[src/rtl/spi_pkg.sv]
// Shared types and constants for the SPI peripheral and its synchronizer.
package spi_pkg;

  localparam int SPI_WORD_W    = 8;
  localparam int CFG_W         = 3;
  localparam int BIT_CNT_W     = 3;
  localparam int CFG_VALID_BIT = 0;
  localparam int CFG_MODE_LSB  = 1;
  localparam int CFG_MODE_MSB  = 2;

  // mode = {CPOL, CPHA}
  typedef enum logic [1:0] {
    MODE0 = 2'd0,
    MODE1 = 2'd1,
    MODE2 = 2'd2,
    MODE3 = 2'd3
  } spi_mode_e;

  typedef enum logic [1:0] {
    WAIT_CS_HIGH = 2'd0,
    IDLE         = 2'd1,
    ACTIVE       = 2'd2
  } periph_state_e;

endpackage

[src/rtl/spi_sync.sv]
// Multi-flop synchronizer for one asynchronous SPI pin, plus one extra flop
// used only to detect rising/falling edges of the synchronized level.
module spi_sync #(
  parameter int   STAGES    = 2,
  parameter logic RESET_VAL = 1'b0
) (
  input  logic clk,
  input  logic rst,
  input  logic din,
  output logic dout,
  output logic rise,
  output logic fall
);

  logic [STAGES-1:0] sync_r;
  logic              prev_r;

  // synchronizer chain and edge-detect history flop
  always_ff @(posedge clk or posedge rst) begin
    if (rst) begin
      sync_r <= {STAGES{RESET_VAL}};
      prev_r <= RESET_VAL;
    end else begin
      sync_r <= {sync_r[STAGES-2:0], din};
      prev_r <= sync_r[STAGES-1];
    end
  end

  assign dout = sync_r[STAGES-1];
  assign rise = sync_r[STAGES-1] & ~prev_r;
  assign fall = ~sync_r[STAGES-1] & prev_r;

endmodule

[src/rtl/spi_peripheral.sv]
// SPI target: byte-wide, modes 0-3, MSB first, single chip select.
// SCLK/CS/COPI are oversampled in the i_clk domain; all decisions use the
// synchronized copies. Optional feature macro: SPI_PERIPHERAL_OVERRUN_EN
// (adds the sticky o_overrun flag and its tracking logic).
module spi_peripheral
  import spi_pkg::*;
#(
  parameter int                    SYNC_STAGES = 2,
  parameter logic [SPI_WORD_W-1:0] IDLE_FILL   = 8'hFF
) (
  input  logic                  i_clk,
  input  logic                  i_rst,
  input  logic [CFG_W-1:0]      i_config,
  input  logic [SPI_WORD_W-1:0] i_tx,
  input  logic                  i_tx_valid,
  output logic                  o_tx_ready,
  output logic [SPI_WORD_W-1:0] o_rx,
  output logic                  o_rx_valid,
  input  logic                  i_sclk,
  input  logic                  i_cs_n,
  input  logic                  i_copi,
  output logic                  o_cipo,
  output logic                  o_cipo_en
`ifdef SPI_PERIPHERAL_OVERRUN_EN
  ,
  output logic                  o_overrun
`endif
);

  // synchronized pins and edge strobes
  logic sclk_level_unused_s, sclk_rise_s, sclk_fall_s;
  logic cs_n_s, cs_rise_s, cs_fall_s;
  logic copi_s, copi_rise_unused_s, copi_fall_unused_s;

  // CS sync resets to "asserted" so that a frame in progress at reset
  // release is seen as such and WAIT_CS_HIGH waits for a real deassertion.
  spi_sync #(.STAGES(SYNC_STAGES), .RESET_VAL(1'b0)) u_sync_sclk (
    .clk(i_clk), .rst(i_rst), .din(i_sclk),
    .dout(sclk_level_unused_s), .rise(sclk_rise_s), .fall(sclk_fall_s)
  );
  spi_sync #(.STAGES(SYNC_STAGES), .RESET_VAL(1'b0)) u_sync_cs (
    .clk(i_clk), .rst(i_rst), .din(i_cs_n),
    .dout(cs_n_s), .rise(cs_rise_s), .fall(cs_fall_s)
  );
  spi_sync #(.STAGES(SYNC_STAGES), .RESET_VAL(1'b0)) u_sync_copi (
    .clk(i_clk), .rst(i_rst), .din(i_copi),
    .dout(copi_s), .rise(copi_rise_unused_s), .fall(copi_fall_unused_s)
  );

  periph_state_e         state_r, state_nxt_s;
  spi_mode_e             mode_r;
  logic [1:0]            mode_bits_s;
  logic                  cpol_s, cpha_s, cfg_valid_s;
  logic                  leading_s, trailing_s, sample_s, shift_s;
  logic                  start_s, abort_s, sample_en_s, shift_en_s, byte_done_s, load_s;
  logic [BIT_CNT_W-1:0]  bit_cnt_r;
  logic [SPI_WORD_W-1:0] rx_sr_r, rx_r, tx_sr_r, hold_r, load_byte_s;
  logic                  rx_valid_r, hold_full_r, hold_full_nxt_s, tx_ready_r, tx_accept_s;
  logic                  cipo_r, cipo_en_r;

  assign mode_bits_s = mode_r;
  assign cpol_s      = mode_bits_s[1];
  assign cpha_s      = mode_bits_s[0];
  assign cfg_valid_s = i_config[CFG_VALID_BIT];

  // classify SCLK edges into sample / shift according to the latched mode
  always_comb begin
    leading_s  = cpol_s ? sclk_fall_s : sclk_rise_s;
    trailing_s = cpol_s ? sclk_rise_s : sclk_fall_s;
    sample_s   = cpha_s ? trailing_s : leading_s;
    shift_s    = cpha_s ? leading_s : trailing_s;
  end

  // FSM state register
  always_ff @(posedge i_clk or posedge i_rst) begin
    if (i_rst) begin
      state_r <= WAIT_CS_HIGH;
    end else begin
      state_r <= state_nxt_s;
    end
  end

  // FSM next-state logic
  always_comb begin
    state_nxt_s = state_r;
    case (state_r)
      WAIT_CS_HIGH: if (cs_n_s)    state_nxt_s = IDLE;         else state_nxt_s = WAIT_CS_HIGH;
      IDLE:         if (cs_fall_s) state_nxt_s = ACTIVE;       else state_nxt_s = IDLE;
      ACTIVE:       if (cs_rise_s) state_nxt_s = IDLE;         else state_nxt_s = ACTIVE;
      default:                     state_nxt_s = WAIT_CS_HIGH;
    endcase
  end

  // FSM output decode: per-cycle control strobes for the datapath
  always_comb begin
    start_s     = (state_r == IDLE) && cs_fall_s;
    abort_s     = (state_r == ACTIVE) && cs_rise_s;
    sample_en_s = (state_r == ACTIVE) && !cs_rise_s && sample_s;
    shift_en_s  = (state_r == ACTIVE) && !cs_rise_s && shift_s;
    byte_done_s = sample_en_s && (bit_cnt_r == 3'd7);
    load_s      = start_s || byte_done_s;
    load_byte_s = hold_full_r ? hold_r : IDLE_FILL;
  end

  // mode is only changed while no frame is being shifted
  always_ff @(posedge i_clk or posedge i_rst) begin
    if (i_rst) begin
      mode_r <= MODE0;
    end else if (cfg_valid_s && (state_r != ACTIVE)) begin
      mode_r <= spi_mode_e'(i_config[CFG_MODE_MSB:CFG_MODE_LSB]);
    end else begin
      mode_r <= mode_r;
    end
  end

  // holding register occupancy; an offer coinciding with a load refills it
  always_comb begin
    tx_accept_s = i_tx_valid && (tx_ready_r || load_s);
    if (tx_accept_s) begin
      hold_full_nxt_s = 1'b1;
    end else if (load_s) begin
      hold_full_nxt_s = 1'b0;
    end else begin
      hold_full_nxt_s = hold_full_r;
    end
  end

  // one-entry reply holding register
  always_ff @(posedge i_clk or posedge i_rst) begin
    if (i_rst) begin
      hold_r      <= 8'h00;
      hold_full_r <= 1'b0;
      tx_ready_r  <= 1'b1;
    end else begin
      if (tx_accept_s) begin
        hold_r <= i_tx;
      end
      hold_full_r <= hold_full_nxt_s;
      tx_ready_r  <= !hold_full_nxt_s;
    end
  end

  // transmit shifter; CPHA=0 puts the MSB out as soon as CS is seen low,
  // otherwise every bit goes out on a shift edge
  always_ff @(posedge i_clk or posedge i_rst) begin
    if (i_rst) begin
      tx_sr_r <= 8'h00;
      cipo_r  <= 1'b0;
    end else if (start_s && !cpha_s) begin
      cipo_r  <= load_byte_s[7];
      tx_sr_r <= {load_byte_s[6:0], 1'b0};
    end else if (load_s) begin
      tx_sr_r <= load_byte_s;
    end else if (shift_en_s) begin
      cipo_r  <= tx_sr_r[7];
      tx_sr_r <= {tx_sr_r[6:0], 1'b0};
    end
  end

  // receive shifter, bit counter and received-byte output register
  always_ff @(posedge i_clk or posedge i_rst) begin
    if (i_rst) begin
      rx_sr_r    <= 8'h00;
      rx_r       <= 8'h00;
      rx_valid_r <= 1'b0;
      bit_cnt_r  <= 3'd0;
    end else begin
      rx_valid_r <= byte_done_s;
      if (start_s || abort_s) begin
        bit_cnt_r <= 3'd0;
      end else if (sample_en_s) begin
        bit_cnt_r <= bit_cnt_r + 3'd1;
        rx_sr_r   <= {rx_sr_r[6:0], copi_s};
      end
      if (byte_done_s) begin
        rx_r <= {rx_sr_r[6:0], copi_s};
      end
    end
  end

  // drive the bus only while selected and not waiting out a stale frame
  always_ff @(posedge i_clk or posedge i_rst) begin
    if (i_rst) begin
      cipo_en_r <= 1'b0;
    end else begin
      cipo_en_r <= !cs_n_s && (state_r != WAIT_CS_HIGH);
    end
  end

`ifdef SPI_PERIPHERAL_OVERRUN_EN
  logic tx_fill_r, overrun_r;

  // remember whether the byte currently being shifted out is filler
  always_ff @(posedge i_clk or posedge i_rst) begin
    if (i_rst) begin
      tx_fill_r <= 1'b0;
    end else if (load_s) begin
      tx_fill_r <= !hold_full_r;
    end else begin
      tx_fill_r <= tx_fill_r;
    end
  end

  // sticky error: output pipeline collision or filler byte actually sent
  always_ff @(posedge i_clk or posedge i_rst) begin
    if (i_rst) begin
      overrun_r <= 1'b0;
    end else if (cfg_valid_s) begin
      overrun_r <= 1'b0;
    end else if (byte_done_s && (rx_valid_r || tx_fill_r)) begin
      overrun_r <= 1'b1;
    end else begin
      overrun_r <= overrun_r;
    end
  end

  assign o_overrun = overrun_r;
`endif

  assign o_tx_ready = tx_ready_r;
  assign o_rx       = rx_r;
  assign o_rx_valid = rx_valid_r;
  assign o_cipo     = cipo_r;
  assign o_cipo_en  = cipo_en_r;

endmodule

[config.mk]
export PLATFORM = sky130hd
export DESIGN_NAME = spi_peripheral
export DESIGN_NICKNAME = d
export VERILOG_FILES = /design/src/rtl/spi_pkg.sv /design/src/rtl/spi_sync.sv /design/src/rtl/spi_peripheral.sv
export SDC_FILE = /design/constraint.sdc
export NUM_CORES = 1
export LEC_CHECK = 0
export ABC_AREA = 1
export BUFFER_PORTS_ARGS = -buffer_cell sky130_fd_sc_hd__clkbuf_2
export CAP_MARGIN = 40
export CORE_ASPECT_RATIO = 1.75
export CORE_MARGIN = 2
export CORE_UTILIZATION = 47
export DETAILED_ROUTE_END_ITERATION = 8
export GPL_ROUTABILITY_DRIVEN = 0
export MAX_ROUTING_LAYER = met4
export PLACE_DENSITY = 0.67
export SKIP_LAST_GASP = 1
export SLEW_MARGIN = 25
export SYNTH_ARGS = -nofsm -noshare
export SYNTH_HDL_FRONTEND = slang
export SYNTH_SLANG_ARGS = --single-unit
[constraint.sdc]
create_clock -name i_clk -period 2.8 [get_ports i_clk]
set_input_delay 0.14 -clock i_clk [delete_from_list [all_inputs] [get_ports i_clk]]
set_output_delay 0.14 -clock i_clk [all_outputs]
set_load 0.005 [all_outputs]
=== Word level (Yosys, flattened, before mapping) ===
Cells that the tools add are included.

* $add $sub $neg: 1
* Equality and inequality tests: 5
* Multiplexer cells: 19
* Bitwise logic cells: 9
* Reductions and logical operators: 24

{| class="wikitable"
|+ Operators by type and width
! operator !! number
|-
| 8-bit two-way mux || 4
|-
| 1-bit logical AND || 10
|-
| 1-bit two-way mux || 10
|-
| 3-bit two-way mux || 2
|-
| 2-bit one-hot mux with 3 select lines || 1
|-
| 2-bit nonzero test || 3
|-
| 1-bit NOT || 5
|-
| 1-bit bitwise AND || 4
|-
| 1-bit logical NOT || 4
|-
| 2-bit two-way mux || 2
|-
| 2-bit AND reduction || 2
|-
| 3-bit by 1-bit adder with 3-bit output, second input constant || 1
|-
| 3-bit == test, second input constant || 1
|-
| 1-bit logical OR || 3
|-
| 3-bit nonzero test || 1
|-
| 2-bit by 1-bit == test with 1-bit output, second input constant || 1
|-
| 2-bit == test, second input constant || 1
|-
| 2-bit logical NOT || 1
|-
| 2-bit by 1-bit != test with 1-bit output, second input constant || 1
|-
| 2-bit != test, second input constant || 1
|}

* Register bits: 51
* Output and inout port bits: 12

=== Logic depth before layout (Yosys ltp) ===
Gate-level depths: netlist of run 1.

* Word-level depth: 11
* Depth in mapped cells: 10
* Depth with buffers taken out: 10

=== By module ===
From an unflattened synthesis of run 1, not the netlist that was laid out.

* Cell total of the unflattened synthesis: 272
* Area total of the unflattened synthesis: 2341.0 um^2

{| class="wikitable"
|+ Modules (own cells, without submodules)
! module !! instances !! cells an instance !! area each (um^2) !! sequential area each (um^2)
|-
| spi_peripheral || 1 || 248 || 2059.5 || 1077.3
|-
| spi_sync || 3 || 8 || 93.8 || 75.1
|}

=== Worst setup path after synthesis of run 1 ===
OpenSTA, ideal clock, no wires.

* Path kind: register to register
* From: reg bit_cnt_r[0]
* To: reg hold_full_r
* Library setup time: 135 ps
* Arrival time: 1323 ps
* Required time: 2665 ps
* Path slack: 1342 ps
* Stages on the path, launching flop included: 9
* Clock period less this slack: 1458 ps
* Cell sequence: dfrtp_1 -> ha_1 -> ha_1 -> nand4_4 -> nand2_4 -> inv_4 -> nand2_8 -> nand2_4 -> o21ai_2

* Cells in the longest elaborated chain, start to end: 6
* Elaborated cells between the ends (all ways): 7

{| class="wikitable"
|+ RTL lines
! item !! RTL line !! source
|-
| start, declared || spi_peripheral.sv:56 || <nowiki>logic [BIT_CNT_W-1:0] bit_cnt_r;</nowiki>
|-
| start signal, assigned || spi_peripheral.sv:172 || <nowiki>bit_cnt_r <= bit_cnt_r + 3'd1;</nowiki>
|-
| 3-bit == test * || spi_peripheral.sv:100 || <nowiki>byte_done_s = sample_en_s && (bit_cnt_r == 3'd7);</nowiki>
|-
| 1-bit logical AND * || spi_peripheral.sv:100 ||
|-
| 1-bit logical OR * || spi_peripheral.sv:101 || <nowiki>load_s = start_s || byte_done_s;</nowiki>
|-
| 1-bit logical OR || spi_peripheral.sv:118 || <nowiki>tx_accept_s = i_tx_valid && (tx_ready_r || load_s);</nowiki>
|-
| 1-bit logical AND || spi_peripheral.sv:118 ||
|-
| 1-bit two-way mux * || spi_peripheral.sv:119 || <nowiki>if (tx_accept_s) begin</nowiki>
|-
| net hold_full_nxt_s || spi_peripheral.sv:58 || <nowiki>logic rx_valid_r, hold_full_r, hold_full_nxt_s, tx_ready_r, tx_accept_s;</nowiki>
|-
| end signal, assigned || spi_peripheral.sv:138 || <nowiki>hold_full_r <= hold_full_nxt_s;</nowiki>
|-
| end, declared || spi_peripheral.sv:58 ||
|}

Mark *: on every way through the listed nets, which the timed path passes. The rest lies on a longest branch.
A chain may end at the register's enable or synchronous reset.

=== Final worst setup path of run 1 ===
* From: reg u_sync_cs.sync_r[1]
* To: reg tx_sr_r[1]

* Cells in the longest elaborated chain, start to end: 8
* Elaborated cells between the ends (all ways): 14

{| class="wikitable"
|+ RTL lines
! item !! RTL line !! source
|-
| start, declared || spi_sync.sv:15 || <nowiki>logic [STAGES-1:0] sync_r;</nowiki>
|-
| start signal, assigned || spi_sync.sv:21 || <nowiki>sync_r <= {STAGES{RESET_VAL}};</nowiki>
|-
| start signal, assigned || spi_sync.sv:24 || <nowiki>sync_r <= {sync_r[STAGES-2:0], din};</nowiki>
|-
| 1-bit bitwise AND || spi_sync.sv:30 || <nowiki>assign rise = sync_r[STAGES-1] & ~prev_r;</nowiki>
|-
| 1-bit logical NOT || spi_peripheral.sv:98, spi_peripheral.sv:99 ||
|-
| 1-bit logical AND || spi_peripheral.sv:98, spi_peripheral.sv:99 ||
|-
| 1-bit logical AND || spi_peripheral.sv:98 || <nowiki>sample_en_s = (state_r == ACTIVE) && !cs_rise_s && sample_s;</nowiki>
|-
| 1-bit logical AND || spi_peripheral.sv:100 ||
|-
| 1-bit logical OR || spi_peripheral.sv:101 ||
|-
| 8-bit two-way mux || spi_peripheral.sv:152 || <nowiki>end else if (load_s) begin</nowiki>
|-
| 8-bit two-way mux || spi_peripheral.sv:149 || <nowiki>end else if (start_s && !cpha_s) begin</nowiki>
|-
| end signal, assigned || spi_peripheral.sv:151 || <nowiki>tx_sr_r <= {load_byte_s[6:0], 1'b0};</nowiki>
|-
| end signal, assigned || spi_peripheral.sv:153 || <nowiki>tx_sr_r <= load_byte_s;</nowiki>
|-
| end signal, assigned || spi_peripheral.sv:156 || <nowiki>tx_sr_r <= {tx_sr_r[6:0], 1'b0};</nowiki>
|-
| end, declared || spi_peripheral.sv:57 || <nowiki>logic [SPI_WORD_W-1:0] rx_sr_r, rx_r, tx_sr_r, hold_r, load_byte_s;</nowiki>
|}

Several ways; a longest one is shown, not always the timed one.

==> results of run 1 <==
==> routing by layer <==
layer / vias to the layer above / GRT usage / share of wire
met2: 24 / 0.3295 / 0.55
met1: 817 / 0.2021 / 0.40
met3: 7 / 0.03196 / 0.027
met5: - / - / 0
met4: 0 / 0.07558 / 0.021
li1: 883 / - / -
==> worst max path at each step <==
stage	end	slack, ps	from	depth (start not counted)
final	tx_sr_r[1]$_DFFE_PP0P_	800	u_sync_cs.sync_r[1]$_DFF_PP0_	8
after global routing	tx_sr_r[1]$_DFFE_PP0P_	510	u_sync_cs.sync_r[1]$_DFF_PP0_	8
after CTS	tx_sr_r[1]$_DFFE_PP0P_	770	u_sync_cs.sync_r[1]$_DFF_PP0_	8
after detailed placement	tx_sr_r[1]$_DFFE_PP0P_	780	u_sync_cs.sync_r[1]$_DFF_PP0_	8
after global placement	tx_sr_r[1]$_DFFE_PP0P_	940	u_sync_cs.sync_r[1]$_DFF_PP0_	8
after floorplan	hold_full_r$_DFF_PP0_	1340	bit_cnt_r[0]$_DFFE_PP0P_	8
==> state kept, by name, summed over array words and instances (netlist names) <==
signal and flops:
bit_cnt_r 3, state_r 2, o_rx 8, u_sync_sclk.prev_r 1, o_rx_valid 1, u_sync_cs.prev_r 1, hold_full_r 1, rx_sr_r 7
o_cipo 1, u_sync_sclk.sync_r 2, mode_bits_s 2, tx_sr_r 8, o_cipo_en 1, u_sync_cs.sync_r 2, o_tx_ready 1, u_sync_copi.sync_r 2
hold_r 8
==> through the flow <==
stage	total power [mW]	hold slack, ps
finish	1.988	44.20
global route	2.136	48.43
CTS	2.017	37.88
detailed placement	1.554	249.9
global placement	1.542	248.9
floorplan	1.415	171.4
==> cell usage after synthesis (all sizes together) <==
master and count:
or2 3, nand2 64, nor3 1, nand4 2, dfrtp 50, inv 38
o21ai 24, ha 2, dfstp 1, nand3 37, a21oi 12, nor2 18
clkbuf 2, buf 6
==> worst min-delay path, delay by kind of cell <==
family / cells / cell delay, ps
buffers and inverters: 1 / 80
AND/OR/NAND/NOR: 2 / 110
==> power groups by stage <==
stage	clock, mW	sequential (mW)	combinational [mW]
global route	0.492	1.04	0.602
floorplan	0	1.00	0.412
detailed placement	0	1.03	0.521
CTS	0.470	1.02	0.523
global placement	0	1.03	0.512
finish	0.454	1.02	0.514
==> area by class of cell <==
class	instances	share of cell area
sequential	51	0.4937
clock buffer	5	0.02660
timing repair buffer	32	0.06963
inverter	38	0.05706
clock inverter	3	0.01064
multi-input combinational	163	0.3172
tap	52	0.02515
==> repair_timing <==
item / 4_1_cts / 5_1_grt
hold buffers: 4 / 0
setup buffers: 0 / 0
endpoints found under the hold margin: 53 / 0
==> cell families (layout without fill, tap and decap cells) <==
| kind of cell | after synthesis | after routing | share of synthesized area |
|---|---|---|---|
| compound gates | 36 | 36 | 0.08833 |
| fa+ha+maj | 2 | 2 | 0.01090 |
| buf+inv | 46 | 78 | 0.08561 |
| flops | 51 | 51 | 0.5567 |
| simple gates | 125 | 125 | 0.2585 |
==> impl_metrics.py, run 1 <==
metrics = {
    "cells_and_area": {
        "layout-drive-gt1-share": 0.2055,
        "fin_cells": 344,
        "nets": 310,
        "n_antenna_cell": 0,
        "final_util": 0.5497,
        "syn_to_final_growth_pct": 12.76,
        "finalInstanceArea_mm2": 0.002587,
        "final_cell_mix": "60 x nand2_1, 50 x dfrtp_1, 36 x nand3_1",
        "register_area_mm2": 0.001277,
        "layout_commonest_cell": "nand2_1",
        "fill_cells": 453,
        "multi_input_area_um2": 820.8,
    },
    "setup_path": {
        "slowest_delay_ps": 470,
        "end_kind": "flip-flop",
        "path_buf_inv": 3,
        "reg2reg_to": "tx_sr_r[1]$_DFFE_PP0P_",
        "crit_fanout": 11,
        "cp_top_family": "simple AND/OR/NAND/NOR gates",
        "reg2reg_slack_ps": 800,
        "slowest_stage": "nand4_1",
        "crit_type": "reg2reg",
        "cp_common_cell": "inv_1",
        "worstPathCellList": "inv_1 -> nand4_1 -> nor2_4 -> inv_1 -> o21ai_0 -> inv_1 -> nand2_1 -> nand2_1",
        "cp_data_arrival_time_ps": 2210,
        "cp_data_required_time_ps": 3000,
        "reg2regPathDepth": 8,
        "worstReg2RegStart": "u_sync_cs.sync_r[1]$_DFF_PP0_",
        "cp-start-kind": "flip-flop",
    },
    "worst_hold_path": {
        "hold_class": "in2reg",
        "hold_end": "hold_r[5]$_DFFE_PP0P_",
        "holdPathStages": 3,
        "min_from": "i_tx[5]",
    },
    "synthesis": {
        "yosysWarnings": 0,
        "syn_nets": 279,
        "syn_avg_cell_area_um2": 8.826,
        "yosys-top-cells-area": "dfrtp_1 55%, nand2_1 9.8%, nand3_1 7.9%",
        "synth.distinct_cells": 28,
        "synth_largest_area_cell": "dfrtp_1",
        "netlist.area_leader.share": 0.5453,
        "ys_ff_latch": 51,
        "netlist_area_mm2": 0.002295,
        "seq_area_frac_synth": 0.5567,
        "syn_inst": 260,
    },
    "clock_tree": {
        "clock-sinks": 51,
        "clk_latency_ps": 310,
        "path_clk_slew_ps": 100,
        "htreeDepth": 2,
        "cts_max_path_buffers": 2,
        "ctsResizeCount": 0,
        "cts_tree": "built",
        "cts_buffers": 5,
        "clockRootBuffer": "clkbuf_8",
    },
    "power": {
        "power_frac_seq": 0.513,
        "internal_power_mw": 1.302,
        "sw_frac_of_total": 0.3450,
        "powerDensity_mw_per_mm2": 768.2,
        "ir_drop_mv": 0.4712,
        "combPwrFrac": 0.258,
        "clkPwrFrac": 0.228,
        "p_sw_uw": 685.7,
        "leakage_nw": 1.385,
    },
    "floorplanning": {
        "chipHeight_um": 96.44,
        "io_pins": 29,
        "core-area_mm2": 0.004707,
        "die_w_um": 56.82,
        "rows": 33,
        "start_util": 0.4875,
        "die-area_mm2": 0.005479,
    },
    "sta": {
        "slew_headroom": 0.6006,
        "slew_viol_final": 0,
        "tightest_slew_ps": 599.1,
        "rsz0062_at_grt": "false",
        "fmax_mhz": 499.1,
        "min_period_over_period": 0.7155,
        "final.setup.tns_ps": 0,
        "fin_ws_ps": 796.5,
        "hold_violations": 0,
        "setup_viol_count_final": 0,
        "fin_skew_ps": 9.458,
        "period_needed_ps": 2004,
    },
    "global_route": {
        "grt.total_usage": 0.1842,
        "grt-ovfl-total": 0,
        "grt_pass1_vias": 1706,
        "antenna_found_initial": 0,
        "grt_first_pass_wirelength_um": 7569,
        "grt_max_degree": 52,
    },
    "outcome": {
        "status": "finished clean",
    },
    "drt": {
        "drt_wl_total_um": 4227,
        "remaining_drc_errors": 0,
        "wl_per_cell_um": 12.29,
        "drtIter0Drc": 59,
        "viasPerCell": 5.032,
        "postRouteAntennaNets": 0,
        "firstDrtPassIters": 4,
        "vias": 1731,
    },
    "placed_design": {
        "dp.cells": 332,
        "io_buffer_count": 28,
        "dp_slack_ps": 777.1,
        "post_dp_cell_area_mm2": 0.002451,
        "hpwl_um": 3140,
    },
    "job": {
        "max-cap-violations": 0,
    },
}
(Power assumes the default switching activity.)
==> run 2: changes to the inputs <==
Settings changed: ABC_AREA 1 to 0.
Clock period 2.8 ns to 1.85 ns, I/O delays scaled along.
==> run 2 against run 1 <==
Hold slack lost 31 ps. Largest cell class unchanged. Critical path depth shrank 1. Routed wire length grew 2.2%.
==> impl_metrics.py, run 2 <==
metrics = {
    "outcome": {
        "status": "finished clean",
    },
    "floorplanning": {
        "io_pins": 29,
        "die-area_mm2": 0.005338,
        "chipHeight_um": 95.17,
        "rows": 33,
        "start_util": 0.4827,
        "core-area_mm2": 0.004624,
        "die_w_um": 56.10,
    },
    "job": {
        "max-cap-violations": 0,
    },
    "synthesis": {
        "seq_area_frac_synth": 0.5723,
        "ys_ff_latch": 51,
        "synth_common_cells": "70 x nand2_1, 50 x dfrtp_1, 14 x nor2_1",
        "syn_inst": 214,
        "yosys-top-cells-area": "dfrtp_1 56%, nand2_1 12%, mux2_2 6.1%",
        "synth_edf_count": 0,
        "syn_nets": 233,
        "synth.most_common_cell": "nand2_1",
        "syn_avg_cell_area_um2": 10.43,
        "synth_ff_type": "dfrtp_1",
        "netlist_area_mm2": 0.002232,
        "async_reset_ff_frac": 1.000,
        "synth_largest_area_cell": "dfrtp_1",
        "synth.distinct_cells": 33,
        "yosysWarnings": 0,
        "netlist.area_leader.share": 0.5605,
    },
    "setup_path": {
        "crit_type": "reg2reg",
        "crit_fanout": 10,
        "cp-start-kind": "flip-flop",
        "cp_data_required_time_ps": 2040,
        "cp_data_arrival_time_ps": 2040,
        "end_kind": "flip-flop",
    },
    "drt": {
        "postRouteAntennaNets": 0,
        "vias": 1661,
        "firstDrtPassIters": 4,
        "drt_wl_total_um": 4321,
        "wl_per_cell_um": 13.42,
        "remaining_drc_errors": 0,
        "viasPerCell": 5.158,
        "drtIter0Drc": 40,
    },
    "cells_and_area": {
        "n_antenna_cell": 0,
        "final_cell_mix": "70 x nand2_1, 48 x dfrtp_1, 28 x clkbuf_2",
        "nets": 288,
        "layout-drive-gt1-share": 0.3000,
        "fill_cells": 440,
        "fin_cells": 322,
        "finalInstanceArea_mm2": 0.002773,
        "layout_commonest_cell": "nand2_1",
        "syn_to_final_growth_pct": 24.22,
    },
    "placed_design": {
        "io_buffer_count": 28,
        "dp_slack_ps": -100.6,
        "post_dp_cell_area_mm2": 0.002561,
        "dp.cells": 306,
        "hpwl_um": 3026,
    },
    "sta": {
        "rsz0062_at_grt": "true",
        "fmax_mhz": 543.4,
        "min_period_over_period": 0.9948,
        "period_needed_ps": 1840,
        "setup_viol_count_final": 0,
        "hold_violations": 0,
        "slew_viol_final": 0,
        "fin_ws_ps": 9.605,
        "tightest_slew_ps": 328.6,
        "fin_skew_ps": 4.515,
        "slew_headroom": 0.7809,
    },
    "worst_hold_path": {
        "hold_class": "in2reg",
    },
    "power": {
        "powerDensity_mw_per_mm2": 1079,
        "leakage_nw": 1.382,
        "ir_drop_mv": 0.7928,
    },
    "global_route": {
        "grt_first_pass_wirelength_um": 7659,
        "grt_max_degree": 52,
        "grt-ovfl-total": 0,
        "antenna_found_initial": 0,
        "grt.total_usage": 0.1862,
        "grt_pass1_vias": 1714,
    },
    "clock_tree": {
        "cts_tree": "built",
        "htreeDepth": 2,
        "cts_buffers": 5,
        "cts_max_path_buffers": 2,
        "clk_latency_ps": 300,
        "clock-sinks": 51,
        "path_clk_slew_ps": 90,
        "clockRootBuffer": "clkbuf_8",
    },
}
[run 2: timing repair]
action,in CTS,in global routing
hold endpoints to repair,54,0
pin swaps,2,4
endpoints found under the setup margin,17,16
resized for setup,7,4
buffers inserted,1,2
hold buffers,5,0
[run 2: layout make-up]
| class | instances | area, um2 | share of cell area |
|---|---|---|---|
| flip-flops and latches | 51 | 1280 | 0.4616 |
| multi-input cells | 152 | 942.2 | 0.3398 |
| repair buffers | 53 | 372.9 | 0.1345 |
| clock buffers | 5 | 68.82 | 0.02482 |
| well taps | 52 | 65.06 | 0.02347 |
| inverters | 6 | 25.02 | 0.009025 |
| clock inverters | 3 | 18.77 | 0.006769 |
[run 2: final timing paths]
path | from | to | slack (ps) | depth (start not counted)
min in group asynchronous | i_rst | u_sync_copi.sync_r[1]$_DFF_PP0_ | 360 | 4
hold reg to reg | u_sync_copi.sync_r[0]$_DFF_PP0_ | u_sync_copi.sync_r[1]$_DFF_PP0_ | 360 | 0
setup reg to reg | mode_bits_s[1]$_DFFE_PP0P_ | hold_r[2]$_DFFE_PP0P_ | 10 | 7
max in group asynchronous | i_rst | o_tx_ready$_DFF_PP1_ | 1210 | 4
hold / removal | i_tx[5] | hold_r[5]$_DFFE_PP0P_ | 10 | 2
setup / recovery | mode_bits_s[1]$_DFFE_PP0P_ | hold_r[2]$_DFFE_PP0P_ | 10 | 7
[run 2: where the power goes]
group          leakage, nW  internal, mW  switching [mW]
logic                0.706         0.439           0.369
registers            0.628          1.37           0.177
clock network       0.0483         0.267           0.369
total                 1.38          2.08           0.915
[run 2: critical path, stage by stage (launching register included)]
cell	delay, ps
dfrtp_2	450
xnor2_4	170
mux2i_4	210
nand3_4	100
inv_4	50
o31ai_4	260
buf_12	160
mux2_2	330
[run 2: through the flow]
step           utilization  power [mW]  hold WS, ps  TNS (ps)
3_5_place_dp        0.5538       2.350        152.3    -643.8
2_1_floorplan            -       2.089        123.9    -561.6
4_1_cts             0.5915       3.000        14.06    -11.65
3_3_place_gp        0.5538       2.312        141.4    -221.4
6_report            0.5996       2.991        13.35         0
5_1_grt             0.5996       3.198        8.845    -717.4
[run 2: cells by family (layout without fill, tap and decap cells)]
logic type,Yosys count,after routing,synth area share
DFF,51,51,0.5723
muxes,17,17,0.08520
and+or+nand+nor,104,104,0.2063
xor gates and xnor gates,1,1,0.01233
AOI/OAI and AO/OA,28,28,0.08857
buffers and inverters,11,67,0.02411
adders and majority gates,2,2,0.01121
[run 2: metal layers]
layer	GRT usage	up-vias	share of wire
li1	-	826	-
met1	0.2110	796	0.40
met2	0.3284	34	0.55
met3	0.02985	5	0.026
met4	0.07143	0	0.014
met5	-	-	0
==> run 3: changes to the inputs <==
Settings changed: CORE_MARGIN 2 to not set.
==> run 3 against run 2 <==
Maximum frequency is 1.6% higher. Cell area is 1.9% higher. Clock-buffer cell count stayed put. Critical endpoint is now hold_r[7]$_DFFE_PP0P_.
==> impl_metrics.py, run 3 (synthesis results as in run 2) <==
metrics = {
    "clock_tree": {
        "clockRootBuffer": "clkbuf_8",
        "cts_tree": "built",
        "cts_buffers": 5,
        "path_clk_slew_ps": 100,
        "cts_max_path_buffers": 2,
        "clk_latency_ps": 310,
        "clock-sinks": 51,
        "htreeDepth": 2,
    },
    "setup_path": {
        "slowest_delay_ps": 450,
        "end_kind": "flip-flop",
        "cp_data_required_time_ps": 2050,
        "reg2regPathDepth": 7,
        "slowest_stage": "dfrtp_2",
        "reg2reg_to": "hold_r[7]$_DFFE_PP0P_",
        "worstPathCellList": "xnor2_4 -> mux2i_2 -> nand3_4 -> inv_4 -> o31ai_4 -> buf_12 -> mux2_1",
        "cp-start-kind": "flip-flop",
        "cp_data_arrival_time_ps": 2010,
        "crit_type": "reg2reg",
        "worstReg2RegStart": "mode_bits_s[1]$_DFFE_PP0P_",
        "reg2reg_slack_ps": 40,
        "crit_fanout": 8,
    },
    "floorplanning": {
        "die-area_mm2": 0.005040,
        "rows": 32,
        "io_pins": 29,
        "chipHeight_um": 93.17,
        "start_util": 0.4978,
        "core-area_mm2": 0.004484,
        "die_w_um": 54.10,
    },
    "drt": {
        "firstDrtPassIters": 4,
        "vias": 1645,
        "remaining_drc_errors": 0,
        "postRouteAntennaNets": 0,
        "wl_per_cell_um": 12.70,
        "drt_wl_total_um": 4139,
        "viasPerCell": 5.046,
        "drtIter0Drc": 22,
    },
    "cells_and_area": {
        "multi_input_area_um2": 939.7,
        "n_antenna_cell": 0,
        "layout-drive-gt1-share": 0.3055,
        "register_area_mm2": 0.001280,
        "fill_cells": 392,
        "layout_commonest_cell": "nand2_1",
        "final_cell_mix": "70 x nand2_1, 48 x dfrtp_1, 28 x clkbuf_2",
        "syn_to_final_growth_pct": 26.57,
        "nets": 293,
    },
    "sta": {
        "period_needed_ps": 1812,
        "min_period_over_period": 0.9796,
        "rsz0062_at_grt": "true",
        "hold_violations": 0,
        "fmax_mhz": 551.8,
        "hold_slack_ps": 8.893,
        "fin_skew_ps": 18.47,
        "tightest_slew_ps": 309.0,
        "slew_headroom": 0.7940,
        "slew_viol_final": 0,
        "setup_viol_count_final": 0,
        "final.setup.tns_ps": 0,
    },
    "power": {
        "powerDensity_mw_per_mm2": 1066,
        "p_sw_uw": 914.6,
        "clkPwrFrac": 0.224,
        "combPwrFrac": 0.266,
        "leakage_nw": 1.401,
        "power_frac_seq": 0.511,
        "sw_frac_of_total": 0.3036,
        "internal_power_mw": 2.098,
        "ir_drop_mv": 0.9254,
    },
    "global_route": {
        "grt_max_degree": 28,
        "grt_first_pass_wirelength_um": 7182,
        "grt_pass1_vias": 1663,
        "grt.total_usage": 0.2020,
        "antenna_found_initial": 0,
        "grt-ovfl-total": 0,
    },
    "placed_design": {
        "io_buffer_count": 28,
        "hpwl_um": 2913,
    },
    "job": {
        "max-cap-violations": 0,
    },
    "worst_hold_path": {
        "holdPathStages": 2,
        "min_from": "i_tx[6]",
        "hold_end": "hold_r[6]$_DFFE_PP0P_",
        "hold_class": "in2reg",
    },
    "outcome": {
        "status": "finished clean",
    },
}
==> run 3: timing repair <==
action | in CTS | in global routing
gates resized for setup | 6 | 6
pin swaps | 5 | 5
endpoints found under the setup margin | 18 | 19
hold buffers | 5 | 4
setup buffers | 2 | 2
hold endpoints to repair | 15 | 4
==> run 3: critical path: cells and delay by family, from the launching register on <==
| family | cells | cell delay, ps |
|---|---|---|
| muxes | 2 | 610 |
| xor gates and xnor gates | 1 | 210 |
| and+or+nand+nor | 1 | 120 |
| AOI/OAI and AO/OA | 1 | 70 |
| DFF | 1 | 450 |
| buffers and inverters | 2 | 230 |
==> run 3: worst max-delay path by stage <==
stage | from | endpoint | slack, ps | cells after the start
after global routing | bit_cnt_r[0]$_DFFE_PP0P_ | tx_sr_r[0]$_DFFE_PP0P_ | -40 | 7
after floorplan | mode_bits_s[0]$_DFFE_PP0P_ | hold_r[0]$_DFFE_PP0P_ | -70 | 7
after global placement | bit_cnt_r[0]$_DFFE_PP0P_ | tx_sr_r[7]$_DFFE_PP0P_ | -50 | 7
after CTS | mode_bits_s[0]$_DFFE_PP0P_ | hold_r[7]$_DFFE_PP0P_ | 7 | 7
final | mode_bits_s[1]$_DFFE_PP0P_ | hold_r[7]$_DFFE_PP0P_ | 40 | 7
after detailed placement | mode_bits_s[1]$_DFFE_PP0P_ | tx_sr_r[3]$_DFFE_PP0P_ | -110 | 6
==> run 3: metal layers <==
| metal | routed length [um] | vias up | global-route usage |
|---|---|---|---|
| met5 | 0 | - | - |
| met4 | 68 | 0 | 0.07906 |
| met3 | 123 | 7 | 0.03902 |
| met2 | 2229 | 32 | 0.3364 |
| met1 | 1718 | 772 | 0.2312 |
| li1 | - | 834 | - |
==> run 3: final cells by class <==
type	instances	area share
Timing Repair Buffer	58	0.1488
Clock inverter	3	0.009743
Tap cell	51	0.02259
Sequential cell	51	0.4531
Inverter	6	0.008857
Multi-Input combinational cell	152	0.3326
Clock buffer	5	0.02436
==> run 3: metrics by stage <==
step                setup slack, ps  cell area, um2  total power, mW  instances  utilization
finish                        37.78            2825            3.013        326       0.6300
global route                 -35.46            2825            3.229        326       0.6300
CTS                           7.012            2756            3.019        321       0.6147
detailed placement           -109.0            2567            2.329        306       0.5725
global placement             -53.75            2567            2.311        306       0.5725
floorplan                    -72.64            2232            2.089        214            -
==> run 3: power by group through the flow <==
stage          Clock (mW)  Sequential, mW  Combinational, mW
4_1_cts             0.692            1.54              0.788
3_5_place_dp            0            1.56              0.768
6_report            0.674            1.54              0.800
5_1_grt             0.746            1.58              0.906
3_3_place_gp            0            1.56              0.755
2_1_floorplan           0            1.52              0.570
